## src/rtl/mips_instr_encoder.sv

```systemverilog
// mips_instr_encoder: encodes symbolic commands into MIPS words written to sequential imem addresses
module mips_instr_encoder #(
  parameter int ADDR_WIDTH = 8,
  parameter int BASE_ADDR  = 0
) (
  input  logic                  clk,
  input  logic                  rst_n,
  input  logic                  start,
  input  logic                  cmd_valid,
  output logic                  cmd_ready,
  input  logic [3:0]            cmd_kind,
  input  logic [4:0]            cmd_rs,
  input  logic [4:0]            cmd_rt,
  input  logic [4:0]            cmd_rd,
  input  logic [15:0]           cmd_imm,
  input  logic [25:0]           cmd_target,
  input  logic                  cmd_last,
  output logic                  imem_we,
  output logic [ADDR_WIDTH-1:0] imem_addr,
  output logic [31:0]           imem_wdata,
  output logic [ADDR_WIDTH:0]   count,
  output logic                  busy,
  output logic                  done,
  output logic                  overflow,
  output logic                  err_illegal
);
  // Capacity counted from BASE_ADDR; the pointer is derived from count so it cannot wrap
  localparam logic [ADDR_WIDTH:0] CAP = (ADDR_WIDTH+1)'((2 ** ADDR_WIDTH) - BASE_ADDR);
  typedef enum logic [1:0] {S_IDLE, S_LOAD, S_DONE} state_t;
  state_t                r_state;
  logic                  r_we, r_done, r_ovf, r_err;
  logic [ADDR_WIDTH-1:0] r_addr;
  logic [31:0]           r_wdata;
  logic [ADDR_WIDTH:0]   r_count;
  logic                  w_full, w_next_full, w_hs, w_legal;
  logic [5:0]            w_funct, w_iop;
  logic [31:0]           w_enc;
  logic [ADDR_WIDTH-1:0] w_addr;
  assign w_full      = r_count == CAP;
  assign w_next_full = (r_count + 1'b1) == CAP;
  assign cmd_ready   = (r_state == S_LOAD) && !w_full;
  assign w_hs        = cmd_valid && cmd_ready;
  assign w_legal     = cmd_kind <= 4'd9;
  assign w_addr      = ADDR_WIDTH'(BASE_ADDR) + r_count[ADDR_WIDTH-1:0];
  assign imem_we     = r_we;
  assign imem_addr   = r_addr;
  assign imem_wdata  = r_wdata;
  assign count       = r_count;
  assign busy        = r_state == S_LOAD;
  assign done        = r_done;
  assign overflow    = r_ovf;
  assign err_illegal = r_err;
  // Instruction encoding: R-type funct, I-type opcode, J-type
  always_comb begin
    w_funct = cmd_kind == 4'd0 ? 6'h20 : cmd_kind == 4'd1 ? 6'h22 :
              cmd_kind == 4'd2 ? 6'h24 : cmd_kind == 4'd3 ? 6'h25 : 6'h2A;
    w_iop   = cmd_kind == 4'd5 ? 6'h23 : cmd_kind == 4'd6 ? 6'h2B :
              cmd_kind == 4'd7 ? 6'h04 : 6'h08;
    w_enc   = cmd_kind < 4'd5 ? {6'b000000, cmd_rs, cmd_rt, cmd_rd, 5'b0, w_funct} :
              cmd_kind == 4'd9 ? {6'b000010, cmd_target} :
              {w_iop, cmd_rs, cmd_rt, cmd_imm};
  end
  // Control FSM with registered write port and status flags
  always_ff @(posedge clk or negedge rst_n) begin
    if (!rst_n) begin
      r_state <= S_IDLE;
      r_we    <= 1'b0;
      r_done  <= 1'b0;
      r_ovf   <= 1'b0;
      r_err   <= 1'b0;
      r_addr  <= '0;
      r_wdata <= '0;
      r_count <= '0;
    end else begin
      r_we   <= 1'b0;
      r_done <= 1'b0;
      if (start) begin
        r_state <= S_LOAD;
        r_count <= '0;
        r_ovf   <= 1'b0;
        r_err   <= 1'b0;
      end else if (r_state == S_DONE) begin
        r_state <= S_IDLE;
        r_done  <= 1'b1;
      end else if (w_hs) begin
        if (w_legal) begin
          r_we    <= 1'b1;
          r_addr  <= w_addr;
          r_wdata <= w_enc;
          r_count <= r_count + 1'b1;
        end else begin
          r_err <= 1'b1;
        end
        if (cmd_last) begin
          r_state <= S_DONE;
        end else if (w_legal && w_next_full) begin
          r_state <= S_DONE;
          r_ovf   <= 1'b1;
        end
      end
    end
  end
endmodule

```

## config.mk

```make
export PLATFORM = sky130hd
export DESIGN_NAME = mips_instr_encoder
export DESIGN_NICKNAME = d
export VERILOG_FILES = /design/src/rtl/mips_instr_encoder.sv
export SDC_FILE = /design/constraint.sdc
export NUM_CORES = 1
export LEC_CHECK = 0
export CORE_MARGIN = 2
export CORE_UTILIZATION = 36
export CTS_CLUSTER_DIAMETER = 120
export CTS_CLUSTER_SIZE = 16
export DETAILED_ROUTE_END_ITERATION = 16
export PLACE_DENSITY_LB_ADDON = 0.05
export SLEW_MARGIN = 20
export SYNTH_ARGS = -nofsm -noshare
export SYNTH_HDL_FRONTEND = slang
export SYNTH_SLANG_ARGS = --single-unit
export TNS_END_PERCENT = 10
```

## constraint.sdc

```tcl
create_clock -name clk -period 2.87 [get_ports clk]
set_input_delay 0.574 -clock clk [delete_from_list [all_inputs] [get_ports clk]]
set_output_delay 0.574 -clock clk [all_outputs]
set_load 0.03 [all_outputs]
```

==> key figures <==
Run status
  • Outcome: completed

Synthesis
  • Area share of the largest cell type after synthesis: 0.472
  • Sequential area share after synthesis: 0.472
  • Synth area leader: dfrtp_1
  • Synth warn: 0
  • Synth area leaders: dfrtp_1 47%, o21ai_0 11%, mux2i_1 7.8%
  • Number of synthesized register bits: 53
  • Post-Syn Instances: approximately 280
  • Post-synthesis adder-cell area fraction: 0.00891
  • Mapped cell area: 2810 µm²
  • Synth Area in Compound Gates: 0.208
  • Proportion of synthesized area in mux cells: 0.122
  • Post-synth EDFFs: 0
  • Mean post-synth cell area: 10.1 µm²
  • Synth Area in XOR/XNOR: 0.0125
  • Top_reg_cell synth: dfrtp_1
  • Syn_nets: 345
  • Yosys cell types: 49
  • Largest family of logic cells by synthesized area: compound AO/OA/AOI/OAI gates
  • Synth Area in Simple Gates: 0.117
  • Async SR Flop Fraction: 1.00

Timing
  • RSZ-0062 raised after global routing: no
  • Minimum clock period: approximately 2400 ps
  • Slew @ Worst Pin: 688 ps
  • Setup TNS: 0 ps
  • Final Skew: 11.0 ps
  • Fin. max-slew vios: 0
  • Slew HR: 0.541
  • Highest clock rate: roughly 410 MHz
  • Final Hold Violating Endpoints: 0
  • Final critical-path share of the clock period: 0.842
  • # setup viols final: 0

Placement
  • Routability cong.: 0.785
  • Hpwl dp: 5.11 mm
  • PortBufs: ~120
  • DP Area: slightly above 4000 µm²

Setup path
  • Req. time, crit path: approximately 2300 ps
  • Worst path buffer plus inverter count: 2
  • Critical Path End Type: output pin
  • Worst path max stage delay: 440 ps
  • Arrival time worst endpoint: 1840 ps
  • Critical path class: flip-flop to output pin
  • Crit start category: flip-flop
  • Critical path's top delay family: simple AND/OR/NAND/NOR gates
  • Crit path max fanout: 5
  • Slowest cell on the critical path: dfrtp_1
  • CP Cell Sequence: inv_1 > ha_1 > nor4bb_2 > nand2_1 > and2_1 > dlymetal6s2s_1

Clock tree
  • Clock Latency Late Sink: 310 ps
  • Number of buffers created by CTS: 5
  • Hold-fix buffers, CTS: 0
  • CTS root buf: clkbuf_8
  • Max Root-Sink Buffers: 2
  • Reg clk slew, reported paths: 90 ps
  • CTS tree: done
  • # H-tree levels: 2
  • Number of clock sinks: 53

Job
  • Maxcap violations: 0

Min path
  • Hold Path Class: primary input to async pin

Global route
  • Vias in the first global route: between 2000 and 2500
  • Antenna violations before repair: 0
  • Largest net degree at the start of global routing: 54
  • GRT Overall Usage: 0.175
  • Grt ovf: 0
  • First-pass GRT wire length: 12.0 mm

Power
  • Leak Pwr: between 0.0015 and 0.002 µW
  • Pwr/cell area: 535 nW/µm²
  • Max VDD drop: about 250 µV
  • Final Total Pwr: 2250 µW

Routing
  • Total Wirelength: 7.38 mm
  • Vias: 2465
  • Via-per-instance ratio: 5.01
  • Routed met3 length: 382 µm
  • Top Metal Used: met4
  • WL/cell: 15.0 µm
  • Drt drc: 0
  • DR WL met2: approximately 3.5 mm
  • DRT iter0 DRCs: 103
  • Met1 WL: 3.46 mm
  • DRT Pass-1 Iters: 4
  • Antenna viol nets, final: 0

Floorplan
  • Die height: 92.3 µm
  • # IOs: 121
  • Num rows: 32
  • Die Wd: 92.3 µm
  • Initial Utilization: 0.367
  • Core footprint: between 7000 and 8000 µm²
  • Die Area: 8520 µm²

Cells and area
  • Finished Cell Area: 4210 µm²
  • Fin nets: approximately 460
  • Fraction of layout cells with a size suffix above 1: 0.103
  • Area Overhead vs Synth: 49.8%
  • ANT cells: 0
-- synthesized netlist by cell type, drive strengths merged (3+ instances only) --
cell / number
and2: 3
buf: 9
o31ai: 9
or3: 4
a21oi: 9
nand2: 5
dfrtp: 53
o21ai: 64
inv: 9
nand3: 4
mux2i: 22
xor2: 3
nor2b: 8
o21a: 3
clkbuf: 14
nand4: 3
nor2: 13
mux2: 11
-- per-layer routing --
| metal | global-route usage | up-vias |
|---|---|---|
| li1 | - | 1211 |
| met1 | 0.251 | 1173 |
| met2 | 0.274 | 75 |
| met3 | 0.0374 | 6 |
| met4 | 0.0410 | 0 |
| met5 | 0 | - |
-- state kept, by name, indices dropped and copies added (netlist names) --
signal / cells
imem_wdata: 30
imem_addr: 8
r_state: 2
imem_we: 1
err_illegal: 1
done: 1
count: 9
overflow: 1
-- power breakdown --
part / internal [µW] / leakage, µW / total [µW] / switching (µW)
combinational: 373 / 0.000924 / 825 / 451
sequential: 858 / 0.000694 / 916 / 57.8
clock: 259 / 0.0000546 / 512 / 253
total: 1490 / 0.00167 / 2250 / 762
-- layout make-up --
type / instances / area [µm²]
inverter: 9 / 33.8
clock inverter: 2 / 38.8
timing repair buffer: 129 / 1280
fill: 701 / 3440
tap: 102 / 128
clock buffer: 5 / 68.8
multi-input combinational: 192 / 1340
sequential: 53 / 1330
-- worst register-to-register path, delay by kind of cell, from the launching register on --
family | cells | cell delay [ps]
buffers and inverters | 2 | 350
adders and majority gates | 1 | 210
DFF | 1 | 430
AOI/OAI and AO/OA | 3 | 1000
and+or+nand+nor | 1 | 170
-- final timing paths --
kind                               start       endpoint  slack, ps  cells past startpoint
worst max-delay path            count[0]      cmd_ready        450                      6
worst min-delay path               rst_n        imem_we        380                      2
worst max register to register  count[0]  imem_wdata[1]        660                      7
worst min register to register  overflow       overflow        490                      2
max in group asynchronous          rst_n       overflow       2030                      2
min in group clk                overflow       overflow        490                      2
-- placed cells by master (no fill, tap or decap), types with 4 or more instances in the layout --
master / netlist / final
mux2_2: 11 / 11
a21oi_1: 9 / 9
clkbuf_8: 0 / 5
dfrtp_1: 53 / 53
nand3_1: 4 / 4
clkdlybuf4s50_1: 0 / 117
mux2i_1: 22 / 22
o21ai_0: 64 / 64
nor2b_1: 8 / 8
buf_4: 3 / 9
nor2_1: 13 / 13
nand2_1: 5 / 5
inv_1: 9 / 9
or3_1: 4 / 4
o31ai_2: 6 / 6
-- cells by family (layout without fill, tap and decap cells) --
family                     Yosys count  after routing
muxes                               33             33
buffers and inverters               32            145
adders and majority gates            2              2
DFF                                 53             53
and+or+nand+nor                     55             55
other                                1              1
xor gates and xnor gates             4              4
AOI/OAI and AO/OA                   97             97
-- repair_timing --
action,CTS,global route
buffers inserted,0,0
resized for setup,0,1
endpoints found under the setup margin,0,1
-- per-stage QoR --
| step | worst slack (ps) | instances | hold WS (ps) | util |
|---|---|---|---|---|
| floorplan | 530 | 277 | 278 | - |
| detailed placement | 359 | 485 | 477 | 0.536 |
| finish | 452 | 492 | 380 | 0.550 |
| global route | 292 | 492 | 456 | 0.550 |
| CTS | 50.5 | 492 | 408 | 0.550 |
| global placement | 398 | 485 | 471 | 0.536 |
No activity file was read; power rests on OpenSTA's default activity.
